<file path="src/rtl/alu_issue.sv">
// Issue/writeback stage for the external 16-bit ALU: owns the 8x16 register file and the zero flag.
// Optional operand forwarding from WB is enabled by defining ALU_ISSUE_FWD_EN; otherwise hazards stall one cycle.
module alu_issue #(
  parameter int NREGS = 8,
  parameter int IMM_W = 7
) (
  input  logic        clk,
  input  logic        rst_n,
  input  logic        in_valid,
  output logic        in_ready,
  input  logic [15:0] in_instr,
  output logic [15:0] alu_a,
  output logic [15:0] alu_b,
  output logic [1:0]  alu_op,
  input  logic [15:0] alu_result,
  input  logic        alu_zero,
  output logic        res_valid,
  output logic [2:0]  res_rd,
  output logic [15:0] res_data,
  output logic        zero_flag
);

  logic        iss_valid;
  logic [15:0] iss_instr;
  logic        wb_valid;
  logic [2:0]  wb_rd;
  logic [15:0] wb_data;
  logic        wb_zero;
  logic [15:0] regs [NREGS];

  logic [2:0]  rs1, rs2;
  logic        imm_sel;
  logic [15:0] imm_ext;
  logic [15:0] rf_a, rf_b;
  logic [15:0] op_a, op_b;
  logic        hit_a, hit_b;
  logic        stall;
  logic        advance;

  assign rs1     = iss_instr[10:8];
  assign imm_sel = iss_instr[7];
  assign rs2     = iss_instr[6:4];
  assign imm_ext = {{(16-IMM_W){1'b0}}, iss_instr[IMM_W-1:0]};

  // r0 is hardwired to zero on the read side; its storage is never written
  assign rf_a = (rs1 == 3'd0) ? 16'h0000 : regs[rs1];
  assign rf_b = (rs2 == 3'd0) ? 16'h0000 : regs[rs2];

  assign hit_a = wb_valid && (wb_rd != 3'd0) && (rs1 == wb_rd);
  assign hit_b = wb_valid && (wb_rd != 3'd0) && !imm_sel && (rs2 == wb_rd);

`ifdef ALU_ISSUE_FWD_EN
  assign stall = 1'b0;
  assign op_a  = hit_a ? wb_data : rf_a;
  assign op_b  = imm_sel ? imm_ext : (hit_b ? wb_data : rf_b);
`else
  // Hold IS one cycle so the retiring write lands in the register file first
  assign stall = iss_valid && (hit_a || hit_b);
  assign op_a  = rf_a;
  assign op_b  = imm_sel ? imm_ext : rf_b;
`endif

  assign in_ready = !stall;
  assign advance  = iss_valid && !stall;

  assign alu_a  = iss_valid ? op_a : 16'h0000;
  assign alu_b  = iss_valid ? op_b : 16'h0000;
  assign alu_op = iss_valid ? iss_instr[15:14] : 2'b00;

  assign res_valid = wb_valid;
  assign res_rd    = wb_rd;
  assign res_data  = wb_data;

  // IS stage: control
  always_ff @(posedge clk or negedge rst_n) begin
    if (!rst_n) begin
      iss_valid <= 1'b0;
      wb_valid  <= 1'b0;
      zero_flag <= 1'b0;
    end else begin
      if (in_ready) iss_valid <= in_valid;
      wb_valid <= advance;
      if (wb_valid) zero_flag <= wb_zero;
    end
  end

  always_ff @(posedge clk) begin
    if (in_ready && in_valid) iss_instr <= in_instr;
  end

  // WB stage: result capture, cleared on reset because it drives res_*
  always_ff @(posedge clk or negedge rst_n) begin
    if (!rst_n) begin
      wb_rd   <= 3'd0;
      wb_data <= 16'h0000;
      wb_zero <= 1'b0;
    end else if (advance) begin
      wb_rd   <= iss_instr[13:11];
      wb_data <= alu_result;
      wb_zero <= alu_zero;
    end
  end

  // Retire: register file write
  always_ff @(posedge clk or negedge rst_n) begin
    if (!rst_n) begin
      for (int i = 0; i < NREGS; i++) regs[i] <= 16'h0000;
    end else if (wb_valid && (wb_rd != 3'd0)) begin
      regs[wb_rd] <= wb_data;
    end
  end

endmodule

</file>
<file path="config.mk">
export PLATFORM = sky130hd
export DESIGN_NAME = alu_issue
export DESIGN_NICKNAME = d
export VERILOG_FILES = /design/src/rtl/alu_issue.sv
export SDC_FILE = /design/constraint.sdc
export NUM_CORES = 1
export LEC_CHECK = 0
export BUFFER_PORTS_ARGS = -buffer_cell sky130_fd_sc_hd__buf_2
export CORE_MARGIN = 2
export CORE_UTILIZATION = 55
export CTS_BUF_LIST = sky130_fd_sc_hd__clkbuf_8 sky130_fd_sc_hd__clkbuf_16
export DETAILED_ROUTE_END_ITERATION = 16
export GPL_TIMING_DRIVEN = 0
export HOLD_SLACK_MARGIN = 0.06
export PLACE_DENSITY_LB_ADDON = 0.25
export SETUP_SLACK_MARGIN = 0.15
export SLEW_MARGIN = 20
export SYNTH_ARGS = -nofsm -noshare
export SYNTH_HDL_FRONTEND = slang
export SYNTH_SLANG_ARGS = --single-unit
</file>
<file path="constraint.sdc">
create_clock -name clk -period 2.4 [get_ports clk]
set_input_delay 0.12 -clock clk [delete_from_list [all_inputs] [get_ports clk]]
set_output_delay 0.12 -clock clk [all_outputs]
set_load 0.02 [all_outputs]
</file>
* Yosys cells after proc, flatten, opt, wreduce, memory -nomap -nowiden
Cells that the tools add are included.
Storage, ports and cells: flip-flop bits (word level) 167, input bits 36, output and inout port bits 56, logic and storage cells 53
Operators by class: $lt $le $gt $ge 4, equal/unequal tests 2, multiplexer cells 15, bitwise logic cells 3, reduce and logical (&&, ||, !) cells 14
Operators with widths (count):
- $mux 16 | 10
- $bwmux 128 | 1
- $bmux 16 s3 | 2
- $demux 16 s3 | 1
- $ge 4x4->1 const B | 3
- $not 3->4 | 3
- $logic_and 1x1->1 | 8
- $eq 3x3->1 | 2
- $logic_not 3->1 | 2
- $lt 4x1->1 const B | 1
- $reduce_bool 3->1 | 1
- $logic_not 1->1 | 2
- $mux 2 | 1
- $logic_or 1x1->1 | 1

* Depth between registers and ports, before layout
word-level depth 8, depth in mapped cells 7, gate-level depth less buffers 5

* Worst setup path after synthesis
OpenSTA, ideal clock, no wires.
kind reg2reg, start register wb_rd[0], in the netlist res_rd[0], end register iss_instr[0], enable pin, library setup time 0.374 ns, data arrival time 2.333 ns, required time 2.026 ns, slack -0.307 ns, cell stages (with the launch flop) 7, buffers on the path 1, period minus slack after synthesis 2.707 ns, cell sequence dfrtp_1 buf_4 xor2_1 nor2_1 a41o_1 o21ai_0 and2_1
Between the ends: word-level cells in the longest chain between the ends 8, elaborated cells on any way between the ends 11, classes of those cells 2 x eq/ne; 9 x reduce/logical
Ends and longest elaborated chain:
- start, declared | line 26 | logic [2:0] wb_rd;
- start signal, assigned | line 98 | wb_rd <= iss_instr[13:11];
- $reduce_bool 3->1 | line 49, 50
- $logic_and 1x1->1 | line 49, 50
- $logic_and 1x1->1 (2 in a row) | line 50 | assign hit_b = wb_valid && (wb_rd != 3'd0) && !imm_sel && (rs2 == wb_rd);
- $logic_or 1x1->1 (*) | line 58 | assign stall = iss_valid && (hit_a || hit_b);
- $logic_and 1x1->1 (*) | line 58
- $logic_not 1->1 (*) | line 63 | assign in_ready = !stall;
- named net in_ready | line 10 | output logic in_ready,
- $logic_and 1x1->1 (*) | line 88 | if (in_ready && in_valid) iss_instr <= in_instr;
- end signal, assigned | line 88
- end, declared | line 24 | logic [15:0] iss_instr;
The timed path passes the listed nets; every way through them passes the cells marked *. A chain may end at the register's enable or synchronous reset.

* Final worst setup path
start register iss_instr[4], end output port alu_b[2]
Between the ends: word-level cells in the longest chain between the ends 7, elaborated cells on any way between the ends 8, classes of those cells 6 x mux; 1 x bitwise; 1 x reduce/logical
Ends and longest elaborated chain:
- $not 3->4 (implied by the code) | line 47 | assign rf_b = (rs2 == 3'd0) ? 16'h0000 : regs[rs2];
- $bmux 16 s3 | line 47
- $mux 16 (implied by the code) (2 in a row) | line 47
- $mux 16 (*) | line 47
- $mux 16 (*) | line 60 | assign op_b = imm_sel ? imm_ext : rf_b;
- $mux 16 (*) | line 67 | assign alu_b = iss_valid ? op_b : 16'h0000;
- end, declared | line 13 | output logic [15:0] alu_b,
Mark *: on every way between the ends. The rest lies on a longest branch, timed or not. The select of a mux whose other input is x is not followed.

==> run_results.csv <==
group,metric,value,unit
synthesis,yosysWarnings,0,
synthesis,synth_area_per_cell,13.77,um2
layout,area_growth,27.22,%
sta,finalHoldWorstSlack,0.1409,ns
synthesis,synth_edf_count,16,
clock_tree,clkSinkCount,151,
route,via_per_inst,6.250,
route,route.detailed.drc,0,
layout,final_core_util,72.20,%
power_and_ir_drop,p_per_area,1149,mW/mm2
die,dieArea,0.01473,mm2
synthesis,synthCells,550,
sta,fmax,439.1,MHz
die,rows,42,
layout,num-fill-cells,906,
route,vias,5581,
die,boundaryPins,92,
clock_tree,cts_buffer_depth,2,
clock_tree,cts_made_buffers,17,
setup_path,path_cells,"buf_8, buf_6, mux4_2, nor2b_1, nor3_1, a21oi_1, nor2_1, buf_4",
sta,setup_viol,0,
synthesis,synthFlopType,"dfrtp_1",
setup_path,rr_startpoint,"iss_instr[4]$_DFFE_PP_",
sta,finClkSkew,0.006021,ns
sta,tightest_slew,0.6015,ns
route,wirelength,20500,um
setup_path,worstPathRequired,2.28,ns
grt,grt-busiest-layer,"met2",
sta,post-route-min-period,2.277,ns
setup_path,critPathTopFamily,"multiplexers",
sta,grt_setup_unrepaired,"yes",
synthesis,synth_common_cells,"145 x mux2_2, 135 x dfrtp_1, 40 x nor2_1",
route,avgRoutedWirePerCell,22.96,um
power_and_ir_drop,irDropWorstVdd,0.7048,mV
grt,met1_usage,38.53,%
clock_tree,cts_tree,"built",
setup_path,max_stage_delay,0.49,ns
setup_path,timing.rr.end,"res_data[8]$_DFFE_PN0P_",
grt,use_met3,6.250,%
clock_tree,path_clk_slew,0.06,ns
placement,preCtsSetupSlack,-0.1977,ns
route,firstDrtPassIters,5,
clock_tree,ctsRootBufferMaster,"clkbuf_16",
clock_tree,htree_levels,4,
setup_path,rrSetupSlack,0.22,ns
grt,antenna_found_initial,0,
sta,relSlewSlack,59.38,%
die,dieHeight,121.4,um
synthesis,yosys_register_bits,151,
grt,grt_pass1_wl,31960,um
synthesis,syn_nets,586,
setup_path,crit_type,"register to primary output",
setup_path,critPathBufInv,3,
clock_tree,clk_latency,0.43,ns
sta,finalCritPeriodShare,94.89,%
grt,grt_pass1_vias,5878,
layout,multiInputGateArea,0.003590,mm2
die,initial_core_util,56.75,%
grt,grtUsageMet2,48.74,%
synthesis,yosysTopAreaCell,"dfrtp_1",
placement,hpwl,12850,um
layout,layout-drive-gt1-share,52.02,%
setup_path,endpoint_kind,"primary output",
route,drtIter0Drc,536,
flow_run,drv_cap,0,
route,antenna_left,0,
sta,worst_slack,0.1226,ns
setup_path,cp-start-kind,"register",
power_and_ir_drop,power_leakage,0.004167,uW
placement,portBuffers,91,
grt,grt_max_degree,103,
synthesis,yosys.area.top_type_share,44.60,%
setup_path,critPathMaxFanout,9,
synthesis,yosysMostFrequentCell,"mux2_2",
run_status,status,"complete, no violations",
synthesis,syn-cell-area,0.007575,mm2
synthesis,synth.distinct_cells,42,
setup_path,rr_worst_depth,8,
placement,gp_congestion,0.8698,
layout,register_area,0.003859,mm2
synthesis,ys_seq_area_share,50.94,%
grt,grt_use_total,29.41,%
synthesis,async_reset_ff_share,89.40,%
grt,overflow,0,
worst_hold_path,hp-class,"input port to asynchronous set/reset pin",
die,core_area,0.01335,mm2
synthesis,synth_area_leaders,"dfrtp_1 45%, mux2_2 22%, mux4_2 9.5%",
setup_path,crit_path_top_delay_cell,"mux4_2",
layout,nNetsFinal,740,
setup_path,worstPathArrival,2.16,ns
sta,drv_slew,0,
layout,diodes,0,
sta,hold_viol,0,
die,fp.dieW,121.4,um
## worst register-to-register path, stage by stage (launching register included)
cell,delay [ns]
edfxtp_1,0.40
buf_8,0.17
buf_4,0.16
xor2_2,0.16
nor4_1,0.08
a41o_1,0.29
nor3_4,0.24
buf_6,0.21
mux2_1,0.35
## repair_timing
action / CTS / global route
setup buffers: 5 / 2
gates resized for setup: 65 / 26
cloned: 0 / 1
pin swaps: 0 / 2
endpoints found under the setup margin: 50 / 68
hold endpoints to repair: 169 / 0
hold buffers: 35 / 0
## cell usage in the layout, fill, tap and decap left out, types with 3 or more instances in the layout
master and count:
clkinv_2 3, a221oi_2 7, edfxtp_1 16, nor2b_1 6
a22oi_1 9, buf_6 8, clkbuf_4 6, xor2_2 3
dlygate4sd3_1 35, dfrtp_1 135, nand2_1 4, bufinv_16 3
buf_8 4, clkbuf_16 20, a221oi_1 13, buf_2 95
nor2_1 40, clkinvlp_4 3, mux2_2 145, mux2_1 16
mux4_2 32, buf_4 16, nor3_1 20, clkbuf_8 4
a21oi_1 19, clkbuf_2 9
## report_power, final
group | switching, uW | leakage, uW | internal, uW
logic | 1530 | 0.00207 | 2070
registers | 922 | 0.00178 | 3660
clock network | 1060 | 0.000318 | 1840
total | 3510 | 0.00417 | 7570
## sequential cells by signal, indices dropped and copies added, names as in the netlist
name	count
res_data	16
regs	112
zero_flag	1
wb_zero	1
iss_valid	1
res_valid	1
iss_instr	16
res_rd	3
## worst max-delay path by stage
stage | startpoint | end | slack [ns] | cells after the start
after global placement | rst_n | zero_flag$_DFFE_PN0P_ | -0.59 | 1
after global routing | iss_instr[4]$_DFFE_PP_ | alu_b[0] | 0.04 | 8
final | iss_instr[4]$_DFFE_PP_ | alu_b[2] | 0.12 | 8
after CTS | iss_instr[6]$_DFFE_PP_ | alu_b[13] | 0.14 | 8
after floorplan | res_rd[0]$_DFFE_PN0P_ | iss_instr[0]$_DFFE_PP_ | 0.21 | 6
after detailed placement | iss_instr[6]$_DFFE_PP_ | alu_b[13] | -0.20 | 8
## per-stage QoR
| stage | cells | area, um2 | total power [uW] | TNS (ns) |
|---|---|---|---|---|
| detailed placement | 818 | 8293 | 7950 | -1.392 |
| CTS | 890 | 9510 | 10980 | 0 |
| global placement | 817 | 8255 | 7718 | -79.66 |
| finish | 893 | 9637 | 11080 | 0 |
| floorplan | 550 | 7580 | 6918 | 0 |
| global route | 893 | 9637 | 11600 | 0 |
## routing by layer
metal / part of all wire, % / vias to the layer above / wire, um
met5: 0 / - / 0
met4: 1.9 / 0 / 391
met3: 6.8 / 40 / 1387
met2: 51 / 265 / 10420
met1: 40 / 2881 / 8301
li1: - / 2395 / -
## layout make-up
| class | count | share of cell area (%) |
|---|---|---|
| flip-flops and latches | 151 | 40.04 |
| inverters | 2 | 0.1428 |
| clock inverters | 10 | 1.428 |
| repair buffers | 135 | 9.699 |
| plain buffers | 45 | 3.791 |
| well taps | 176 | 2.285 |
| clock buffers | 22 | 5.362 |
| multi-input cells | 352 | 37.25 |
## cells by family (layout without fill, tap and decap cells)
group,Yosys count,after routing,share of synthesized area (%)
buf+inv,47,214,2.924
compound gates,60,60,5.666
flops,151,151,50.94
simple gates,92,92,6.095
xor+xnor,6,6,0.7930
mux,194,194,33.58
Note: power is estimated with default switching activity, not from simulation.
